==> src/rtl/mine_count_gen.sv <==
// Walks the active board one cell at a time and reads the 3x3 neighbourhood from the mine map.
// For each cell it writes the neighbour mine count, or 0 if the cell itself holds a mine.
module mine_count_gen #(
  parameter int COORD_W = 4,
  parameter int NUM_W   = 4
) (
  input  logic               clk,
  input  logic               rst,
  input  logic [1:0]         level,
  input  logic               start,
  output logic               mine_rd_en,
  output logic [COORD_W-1:0] mine_rd_x,
  output logic [COORD_W-1:0] mine_rd_y,
  input  logic               mine_rd_data,
  output logic               wr_en,
  output logic [COORD_W-1:0] wr_x,
  output logic [COORD_W-1:0] wr_y,
  output logic [NUM_W-1:0]   wr_num,
  output logic               busy,
  output logic               done
);

  typedef enum logic [1:0] {IDLE, SCAN, DONE} state_t;

  state_t             state_q, state_d;
  logic [COORD_W-1:0] x_q, x_d, y_q, y_d;
  logic [COORD_W:0]   n_q, n_d;
  logic [3:0]         slot_q, slot_d;
  logic [NUM_W-1:0]   cnt_q, cnt_d;
  logic               self_q, self_d;
  logic               rd_prev_q;

  logic               rd_en_q, rd_en_d;
  logic [COORD_W-1:0] rd_x_q, rd_x_d, rd_y_q, rd_y_d;
  logic               wr_en_q, wr_en_d;
  logic [COORD_W-1:0] wr_x_q, wr_x_d, wr_y_q, wr_y_d;
  logic [NUM_W-1:0]   wr_num_q, wr_num_d;
  logic               busy_q, busy_d, done_q, done_d;

  logic               sample;
  logic               last_x, last_y;
  logic [COORD_W:0]   nx, ny;

  assign sample = rd_prev_q & mine_rd_data;
  assign last_x = (x_q == COORD_W'(n_q - 1'b1));
  assign last_y = (y_q == COORD_W'(n_q - 1'b1));

  always_comb begin
    state_d = state_q;
    x_d     = x_q;
    y_d     = y_q;
    n_d     = n_q;
    slot_d  = slot_q;
    cnt_d   = cnt_q;
    self_d  = self_q;
    case (state_q)
      IDLE: begin
        if (start && level != 2'd0) begin
          state_d = SCAN;
          x_d     = '0;
          y_d     = '0;
          slot_d  = '0;
          cnt_d   = '0;
          self_d  = 1'b0;
          case (level)
            2'd1:    n_d = (COORD_W+1)'(8);
            2'd2:    n_d = (COORD_W+1)'(10);
            default: n_d = (COORD_W+1)'(16);
          endcase
        end
      end
      SCAN: begin
        // Sample arriving in slot 5 belongs to the read of the cell itself (k=4).
        if (slot_q == 4'd5) self_d = self_q | sample;
        else                cnt_d  = cnt_q + NUM_W'(sample);
        if (slot_q == 4'd10) begin
          cnt_d  = '0;
          self_d = 1'b0;
          slot_d = '0;
          if (last_x && last_y) begin
            state_d = DONE;
          end else if (last_x) begin
            x_d = '0;
            y_d = y_q + 1'b1;
          end else begin
            x_d = x_q + 1'b1;
          end
        end else begin
          slot_d = slot_q + 4'd1;
        end
      end
      DONE:    state_d = IDLE;
      default: state_d = IDLE;
    endcase
  end

  // Outputs are registered from next-state values, so the read for slot k is on the pins during slot k.
  // The extra top bit turns -1 into a large value, so one unsigned compare rejects both -1 and N.
  always_comb begin
    nx       = {1'b0, x_d} + (COORD_W+1)'(slot_d % 4'd3) - (COORD_W+1)'(1);
    ny       = {1'b0, y_d} + (COORD_W+1)'(slot_d / 4'd3) - (COORD_W+1)'(1);
    rd_en_d  = (state_d == SCAN) && (slot_d <= 4'd8) && (nx < n_d) && (ny < n_d);
    rd_x_d   = rd_en_d ? nx[COORD_W-1:0] : '0;
    rd_y_d   = rd_en_d ? ny[COORD_W-1:0] : '0;
    wr_en_d  = (state_d == SCAN) && (slot_d == 4'd10);
    wr_x_d   = wr_en_d ? x_d : '0;
    wr_y_d   = wr_en_d ? y_d : '0;
    wr_num_d = (wr_en_d && !self_d) ? cnt_d : '0;
    busy_d   = (state_d == SCAN);
    done_d   = (state_d == DONE);
  end

  always_ff @(posedge clk or posedge rst) begin
    if (rst) begin
      state_q   <= IDLE;
      x_q       <= '0;
      y_q       <= '0;
      n_q       <= '0;
      slot_q    <= '0;
      cnt_q     <= '0;
      self_q    <= 1'b0;
      rd_prev_q <= 1'b0;
      rd_en_q   <= 1'b0;
      rd_x_q    <= '0;
      rd_y_q    <= '0;
      wr_en_q   <= 1'b0;
      wr_x_q    <= '0;
      wr_y_q    <= '0;
      wr_num_q  <= '0;
      busy_q    <= 1'b0;
      done_q    <= 1'b0;
    end else begin
      state_q   <= state_d;
      x_q       <= x_d;
      y_q       <= y_d;
      n_q       <= n_d;
      slot_q    <= slot_d;
      cnt_q     <= cnt_d;
      self_q    <= self_d;
      rd_prev_q <= rd_en_q;
      rd_en_q   <= rd_en_d;
      rd_x_q    <= rd_x_d;
      rd_y_q    <= rd_y_d;
      wr_en_q   <= wr_en_d;
      wr_x_q    <= wr_x_d;
      wr_y_q    <= wr_y_d;
      wr_num_q  <= wr_num_d;
      busy_q    <= busy_d;
      done_q    <= done_d;
    end
  end

  assign mine_rd_en = rd_en_q;
  assign mine_rd_x  = rd_x_q;
  assign mine_rd_y  = rd_y_q;
  assign wr_en      = wr_en_q;
  assign wr_x       = wr_x_q;
  assign wr_y       = wr_y_q;
  assign wr_num     = wr_num_q;
  assign busy       = busy_q;
  assign done       = done_q;

endmodule
==> config.mk <==
export PLATFORM = sky130hd
export DESIGN_NAME = mine_count_gen
export DESIGN_NICKNAME = d
export VERILOG_FILES = /design/src/rtl/mine_count_gen.sv
export SDC_FILE = /design/constraint.sdc
export NUM_CORES = 1
export LEC_CHECK = 0
export CAP_MARGIN = 30
export CORE_MARGIN = 4
export CORE_UTILIZATION = 30
export CTS_BUF_LIST = sky130_fd_sc_hd__clkbuf_4 sky130_fd_sc_hd__clkbuf_8 sky130_fd_sc_hd__clkbuf_16
export CTS_CLUSTER_DIAMETER = 120
export CTS_CLUSTER_SIZE = 8
export DETAILED_ROUTE_END_ITERATION = 12
export REMOVE_ABC_BUFFERS = 1
export SETUP_SLACK_MARGIN = 0.2
export SYNTH_ARGS = -nofsm -noshare
export SYNTH_HDL_FRONTEND = slang
export SYNTH_SLANG_ARGS = --single-unit
==> constraint.sdc <==
create_clock -name clk -period 6.2 [get_ports clk]
set_clock_uncertainty 0.15 [all_clocks]
set_input_delay 1.24 -clock clk [delete_from_list [all_inputs] [get_ports clk]]
set_output_delay 1.24 -clock clk [all_outputs]
set_load 0.005 [all_outputs]
Word-level counts from Yosys, hierarchy flattened. Cells that the tools add are included.

Register bits after elaboration: 49. Bits of input ports: 6.

Muxes and demuxes: 33. Equality and inequality tests: 10. Reduce and logical (&&, ||, !) cells: 10. Div/mod/pow operators: 2. $lt $le $gt $ge: 3. Add/subtract/negate cells: 9. Bitwise operators: 2.

Operators by type and width (number): 2-to-1 mux 4 bit (18); case mux 4 bit (2 select lines) (4); adder 4 x 1 -> 4 bit, second input constant (3); adder 4 x 5 -> 5 bit (2); < comparator 5 bit (2); 2-to-1 mux 5 bit (2); case mux 5 bit (2 select lines) (1); subtractor 5 x 1 -> 5 bit, second input constant (2); == test 4 bit (2); == test 4 bit, second input constant (2); logical AND 1 bit (7); == test 2 x 1 -> 1 bit, second input constant (3); 2-to-1 mux 2 bit (3); divider 4 x 2 -> 5 bit, second input constant (1); modulo 4 x 2 -> 5 bit, second input constant (1); adder 4 x 1 -> 4 bit (1); == test 2 bit, second input constant (2); == test 4 x 3 -> 1 bit, second input constant (1); less-or-equal comparator 4 bit, second input constant (1); case mux 2 bit (2 select lines) (1); subtractor 4 x 1 -> 4 bit, second input constant (1); 2-to-1 mux 1 bit (3); logical NOT 2 bit (1); case mux 1 bit (2 select lines) (1); 4 further kinds (4).

Longest topological paths before layout. Gate-level depths: netlist (run 1).

Depth in word-level cells: 12. Mapped depth: 29. Depth with buffers taken out: 28.

Worst setup path after synthesis (run 1). No wires, ideal clock.

Kind: input to register. Start: in level[0]. End: reg rd_x_q[3], in the netlist mine_rd_x[3]. Setup time: 77 ps. Setup slack: -454 ps. Arrival: 6426 ps. Data required time: 5973 ps. Cell stages on the path: 28. Buffers on the path: 1. Cells stage by stage: inv_1 > ha_1 > nor2b_1 > nor3b_1 > or2_2 > clkbuf_2 > inv_1 > ha_1 > nor3_1 > nor3_1 > a311oi_1 > nand2_1 > ha_1 > nor2_1 > nand3_1 > o22ai_2 > a31o_2 > o21ai_0 > ha_1 > inv_1 > ha_1 > fa_1 > xor2_1 > ha_1 > nor2b_1 > o21ai_0 > nand4_1 > nor2b_1.

Longest elaborated chain between the ends: 11.

Ends and longest elaborated chain: from (decl) (RTL line 9) `input logic [1:0] level,`; nonzero test 2 bit (RTL line 58) `if (start && level != 2'd0) begin`; logical AND 1 bit (RTL line 58); 2-to-1 mux 4 bit (RTL line 58); case mux 4 bit (2 select lines) (RTL line 56) `case (state_q)`; modulo 4 x 2 -> 5 bit (RTL line 100) `nx = {1'b0, x_d} + (COORD_W+1)'(slot_d % 4'd3) - (COORD_W+1)'(1);`; adder 4 x 5 -> 5 bit (RTL line 100); subtractor 5 x 1 -> 5 bit (RTL line 100); < comparator 5 bit (RTL line 102) `rd_en_d = (state_d == SCAN) && (slot_d <= 4'd8) && (nx < n_d) && (ny < n_d);`; logical AND 1 bit (2 in series) (RTL line 102); 2-to-1 mux 4 bit * (RTL line 103) `rd_x_d = rd_en_d ? nx[COORD_W-1:0] : '0;`; net rd_x_d[3] (RTL line 34) `logic [COORD_W-1:0] rd_x_q, rd_x_d, rd_y_q, rd_y_d;`; to (signal assigned) (RTL line 142) `rd_x_q <= rd_x_d;`; to (decl) (RTL line 34).

The timed path passes the listed nets; every way through them passes the cells marked *.

Worst setup path in the final report (run 1).
Start: in level[0]. End: reg rd_x_q[0], in the netlist mine_rd_x[0].

Longest elaborated chain between the ends: 11.

Ends and longest elaborated chain: nonzero test 2 bit * (RTL line 58); logical AND 1 bit * (RTL line 58); 2-to-1 mux 4 bit * (RTL line 58); case mux 4 bit (2 select lines) * (RTL line 56); net slot_d[3] (RTL line 28) `logic [3:0] slot_q, slot_d;`; modulo 4 x 2 -> 5 bit (RTL line 100); adder 4 x 5 -> 5 bit (RTL line 100); subtractor 5 x 1 -> 5 bit (RTL line 100); < comparator 5 bit (RTL line 102); logical AND 1 bit (2 in series) (RTL line 102); 2-to-1 mux 4 bit * (RTL line 103); net rd_x_d[0] (RTL line 34).

Marks and branches as above.

==> results of run 1 <==
[cells in the mapped netlist (3+ instances only)]
| master | number | area share |
|---|---|---|
| nor3_1 | 8 | 0.013 |
| o21ai_0 | 16 | 0.025 |
| or2_2 | 4 | 0.0079 |
| nand3_1 | 8 | 0.013 |
| ha_1 | 31 | 0.12 |
| xnor2_1 | 7 | 0.019 |
| o211ai_1 | 3 | 0.0071 |
| and2_1 | 6 | 0.012 |
| nor2b_1 | 7 | 0.014 |
| o21a_1 | 6 | 0.014 |
| clkbuf_1 | 3 | 0.0036 |
| mux2i_1 | 4 | 0.013 |
| a21o_1 | 4 | 0.0095 |
| inv_1 | 43 | 0.051 |
| nor2_1 | 29 | 0.034 |
| xor2_1 | 8 | 0.022 |
| or3_1 | 3 | 0.0059 |
| dfrtp_1 | 49 | 0.39 |
| nand2b_1 | 4 | 0.0079 |
| nand2_1 | 17 | 0.020 |
| a21oi_1 | 12 | 0.019 |
| a22o_1 | 3 | 0.0083 |
| nand4_1 | 6 | 0.012 |
[logic make-up after synthesis]
| kind of cell | Yosys count |
|---|---|
| buffers and inverters | 52 |
| xor gates and xnor gates | 17 |
| and+or+nand+nor | 109 |
| AOI/OAI and AO/OA | 66 |
| DFF | 49 |
| adders and majority gates | 33 |
| muxes | 5 |
[worst max-delay path, delay by kind of cell]
kind                     cells  cell delay [ns]
AND/OR/NAND/NOR              9             1.95
adder cells (fa/ha/maj)      5             1.15
buffers and inverters        7             0.73
AO/OA/AOI/OAI                6             0.65
XOR/XNOR                     1             0.17
multiplexers                 1             0.07
[final cells by class]
type	count	area [um2]	area share
inverters	44	168	0.0388
multi-input cells	230	1990	0.460
clock inverters	3	43.8	0.0101
clock buffers	5	68.8	0.0159
flip-flops and latches	49	1230	0.283
repair buffers	75	658	0.152
well taps	136	170	0.0393
[final timing paths]
path	start	end	slack [ns]	cells after the start
max in group asynchronous	rst	slot_q[0]$_DFF_PP0_	4.25	3
hold / removal	mine_rd_en$_DFF_PP0_	rd_prev_q$_DFF_PP0_	0.24	0
min in group asynchronous	rst	wr_x[0]$_DFF_PP0_	1.14	2
hold reg to reg	mine_rd_en$_DFF_PP0_	rd_prev_q$_DFF_PP0_	0.24	0
setup reg to reg	state_q[0]$_DFF_PP0_	mine_rd_x[0]$_DFF_PP0_	0.57	26
setup / recovery	level[0]	mine_rd_x[0]$_DFF_PP0_	0.33	29
[metrics by stage]
stage | utilization | worst slack (ns) | hold WS, ns | instance area, um2
after floorplan | - | -0.372 | 0.226 | 3110
after global routing | 0.419 | 0.0304 | 0.263 | 4330
after detailed placement | 0.375 | -1.01 | 0.230 | 3870
after CTS | 0.403 | 0.204 | 0.253 | 4160
final | 0.419 | 0.326 | 0.238 | 4330
after global placement | 0.373 | -0.883 | 0.214 | 3850
[cells in the final DEF, fill, tap and decap left out, drive strengths merged, types with 5 or more instances in the layout]
cell type / netlist / layout
a21oi: 12 / 12
and2: 6 / 6
buf: 3 / 48
clkbuf: 4 / 5
clkdlybuf4s50: 0 / 26
dfrtp: 49 / 49
ha: 31 / 31
inv: 44 / 45
nand2: 17 / 17
nand3: 8 / 8
nand4: 6 / 6
nor2: 29 / 29
nor2b: 8 / 8
nor3: 9 / 9
o21a: 6 / 6
o21ai: 17 / 17
xnor2: 7 / 7
xor2: 8 / 8
[registers in the layout (all words and copies together) (netlist names), 2 cells and up]
| name | cells |
|---|---|
| cnt_q | 4 |
| mine_rd_x | 4 |
| mine_rd_y | 4 |
| n_q | 5 |
| slot_q | 4 |
| state_q | 2 |
| wr_num | 4 |
| wr_x | 4 |
| wr_y | 4 |
| x_q | 4 |
| y_q | 4 |
[what timing repair did]
item,CTS,global route
pin swaps,20,25
setup buffers,4,4
resized for setup,47,34
endpoints found under the setup margin,9,9
[per-layer routing]
layer	track usage	share of wire	vias up	routed length, um
met3	0.0213	0.044	10	333
met4	0.0369	0.014	0	108
met5	0	0	-	0
met2	0.202	0.48	54	3650
li1	-	-	1287	-
met1	0.164	0.46	1238	3470
==> qor.txt, run 1 <==
Outcome - finished clean
CP Data Arrival Time - 5.96 ns
CTS hold repair buffers - 0
Hold Path Class - register to register
Critical path required time - 6.29 ns
Starting Density - 0.307
Total GRT Usage - 0.123
Post-synthesis compound-gate area fraction - 0.145
Yosys cell types - 61
Placed cell count - 526
Vias in the first global route - 2584
Final setup vio count - 0
Initial antenna violation count - 0
WS Path Type - primary input to register
Post-synthesis mux area share - 0.0162
Worst slew pin tran - 0.671 ns
RSZ-0062 raised after global routing - no
Post-Synth Simple-Gate Area - 0.190
Synth Area in Adders - 0.135
Final Max Tran Viols - 0
Crit Path Max Fanout - 8
Finished Layout Cells - 542
Total clock sinks - 49
Site row count - 37
Post-detail-place hpwl - 5600 um
Fin crit share - 0.947
Core area - 10300 um2
XOR/XNOR Fraction of Synth Area - 0.0557
Number of remaining DRC errors - 0
Max incr delay on CP - 0.57 ns
Cells after synthesis - 331
Synth-to-Final Area Change - 36.6%
Syn. warnings - 0
DRT Pass-1 Iters - 5
Cell Area, Synth - 3170 um2
Total grt overflow - 0
Htree depth - 2
Max Cap Violations - 0
Post-DRT Antenna Nets - 0
Initial DRC count - 90
Top FF cell, synth - dfrtp_1
Placer congestion estimate - 0.868
Port Buffers - 29
Fillers - 993
Die Wd - 111 um
Die Ht - 111 um
Nets - 444
Post-DR vias/cell - 4.78
Largest net degree at the start of global routing - 27
Max Freq - 170 MHz
Final hold vios - 0
Vias - 2589
Total CTS buffers - 5
CTS tree - built
Root Driver - clkbuf_8
Clock latency on the worst-skew pair - 0.30 ns
Slew HR - 0.548
Startpoint Class - primary input
Cell mode on critical path - buf_6
Layout cells sized above 1 - 0.310
DIE AREA - 12300 um2
Worst path slowest cell - or4_4
Largest family of logic cells by synthesized area - simple AND/OR/NAND/NOR gates
Minimum clock period - 5.87 ns
Worst setup EP type - register
Number of diodes - 0
Ys async rst share - 1.00
Setup tns final - 0 ns
Avg WL per Cell - 14.0 um
Maximum clock path buffer count - 2
Yosys reg bits - 49
Register area share after synthesis - 0.387
Worst-path clk slew - 0.10 ns
Post-Syn Area per Cell - 9.57 um2
Routed wire length - 7560 um
IO Count - 30
EDFF count, synth - 0
First-pass GRT wire length - 12500 um
Power of run 1 is not shown: default switching activity piles up to over one toggle a cycle in this logic, so the estimate is an artifact.
==> run 2, diff against run 1 <==
DONT_BUFFER_PORTS = 1   (was default)
PLACE_DENSITY_LB_ADDON = 0.15   (was default)
REMOVE_ABC_BUFFERS = default   (was 1)
==> run 2 against run 1 <==
Effect of this change:
- final area fell by 15%
- die area did not move
- largest cell class unchanged
- sequential share of layout area increased by 4.9 points
- register-to-register slack better by 0.09 ns
- flip-flop and latch count unchanged
- utilization fell by 6.2 points
- wire length decreased by 2.5%
- critical endpoint is now mine_rd_y[3]$_DFF_PP0_
==> qor.txt, run 2 (same netlist as run 1, synthesis figures left out) <==
CTS tree - built
Maximum clock path buffer count - 2 (unchanged)
Max Freq - 175 MHz (+2.8%)
RSZ-0062 raised after global routing - no
IO Count - 30 (unchanged)
DRT Pass-1 Iters - 4 (-1)
Synth-to-Final Area Change - 16.4%
Total grt overflow - 0 (unchanged)
Total GRT Usage - 0.126 (+0.00353)
Core area - 10300 um2 (unchanged)
Startpoint Class - primary input
Nets - 385 (-13%)
Die Ht - 111 um (unchanged)
Worst-path clk slew - 0.10 ns (about the same)
Total CTS buffers - 5 (unchanged)
Most frequent cells in the layout - dfrtp_1, inv_1, nor2_1
Final Max Tran Viols - 0 (unchanged)
Placer congestion estimate - 0.797 (-8.1%)
Synthesized net count - 370
Vias in the first global route - 2301 (-11%)
Fin crit share - 0.921 (-0.0260)
Finished Layout Cells - 483 (-11%)
Post-DR vias/cell - 4.76 (-0.40%)
Hold Path Class - register to register
Crit. Startpoint - level[0]
Post-detail-place hpwl - 5670 um (+1.2%)
Max reg flops - 5 (unchanged)
Worst setup EP type - register
Hold slack - 0.276 ns (+0.0379 ns)
WS Path Type - primary input to register
Worst reg2reg setup slack - 0.66 ns (+0.09 ns)
Starting Density - 0.307 (unchanged)
Worst path slowest cell - or4_4
Max Cap Violations - 0 (unchanged)
Slew HR - 0.604 (+0.0553)
Vias - 2298 (-11%)
Initial DRC count - 94 (+4.4%)
Max incr delay on CP - 0.58 ns (about the same)
Initial antenna violation count - 0 (unchanged)
Number of diodes - 0 (unchanged)
Placed cell count - 473 (-10%)
Htree depth - 2 (unchanged)
Die Wd - 111 um (unchanged)
Path depth of the worst reg2reg path - 25 (-3.8%)
Crit Path Max Fanout - 9 (+1)
CP Data Arrival Time - 5.81 ns (-0.15 ns)
Final setup vio count - 0 (unchanged)
DIE AREA - 12300 um2 (unchanged)
Outcome - finished clean
Setup tns final - 0 ns (unchanged)
Critical path required time - 6.30 ns (about the same)
Number of remaining DRC errors - 0 (unchanged)
Port Buffers - 0 (-100%)
Cell mode on critical path - ha_4
Site row count - 37 (unchanged)
RR Endpoint - mine_rd_y[3]$_DFF_PP0_
Minimum clock period - 5.71 ns (-0.161 ns)
Crit path capture - mine_rd_y[3]$_DFF_PP0_
Layout cells sized above 1 - 0.202 (-0.109)
Largest net degree at the start of global routing - 29 (+7.4%)
Final hold vios - 0 (unchanged)
Root Driver - clkbuf_8
Register bank with the most flops - n_q
Worst slew pin tran - 0.593 ns (-0.0788 ns)
Avg WL per Cell - 15.3 um (+9.4%)
First-pass GRT wire length - 12400 um (-0.66%)
Reg2reg start - state_q[0]$_DFF_PP0_
Post-DRT Antenna Nets - 0 (unchanged)
Fin util - 0.357 (-0.0618)
Routed wire length - 7370 um (-2.5%)
Total clock sinks - 49 (unchanged)
Clock latency on the worst-skew pair - 0.32 ns (+0.02 ns)
Most common cell after layout, fill and taps aside - dfrtp_1
-- run 2: cell count changes in the layout (fill, tap and decap cells not counted), sizes merged --
cell	previous run	this run
clkdlybuf4s15	1	0
buf	48	16
clkdlybuf4s50	26	0
-- run 2: final cells by class --
type / count / area, um2
clock buffer: 5 / 68.8
clock inverter: 3 / 43.8
fill: 1063 / 6640
inverter: 44 / 195
multi-input combinational: 230 / 1850
sequential: 49 / 1230
tap: 136 / 170
timing repair buffer: 16 / 133
-- run 2: what timing repair did --
item,in CTS,in global routing
resized for setup,0,12
buffers inserted,0,2
hold buffers,0,0
setup endpoints to repair,0,9
-- run 2: worst min-delay path by stage --
stage	startpoint	to	slack (ns)	cells after the start
CTS	mine_rd_en$_DFF_PP0_	rd_prev_q$_DFF_PP0_	0.29	0
global route	mine_rd_en$_DFF_PP0_	rd_prev_q$_DFF_PP0_	0.30	0
finish	mine_rd_en$_DFF_PP0_	rd_prev_q$_DFF_PP0_	0.28	0
global placement	mine_rd_en$_DFF_PP0_	rd_prev_q$_DFF_PP0_	0.26	0
floorplan	mine_rd_en$_DFF_PP0_	rd_prev_q$_DFF_PP0_	0.23	0
detailed placement	mine_rd_en$_DFF_PP0_	rd_prev_q$_DFF_PP0_	0.27	0
-- run 2: per-stage QoR --
step | instance area [um2] | setup WS (ns)
after floorplan | 3290 | 0.161
after CTS | 3630 | 0.293
after global routing | 3690 | 0.226
after detailed placement | 3510 | 0.00577
final | 3690 | 0.488
after global placement | 3490 | 0.0321
-- run 2: metal layers --
metal / GRT usage / vias to the layer above / part of all wire
met5: 0 / - / 0
met4: 0.0345 / 0 / 0.012
met3: 0.0240 / 7 / 0.035
met2: 0.189 / 33 / 0.44
met1: 0.184 / 1094 / 0.52
li1: - / 1164 / -
-- run 2: critical path: cells and delay by family --
kind | cells | cell delay, ns
mux | 1 | 0.12
fa+ha+maj | 7 | 1.75
compound gates | 7 | 0.95
buf+inv | 5 | 0.35
simple gates | 7 | 1.40
Power of run 2 is left out for the same reason.
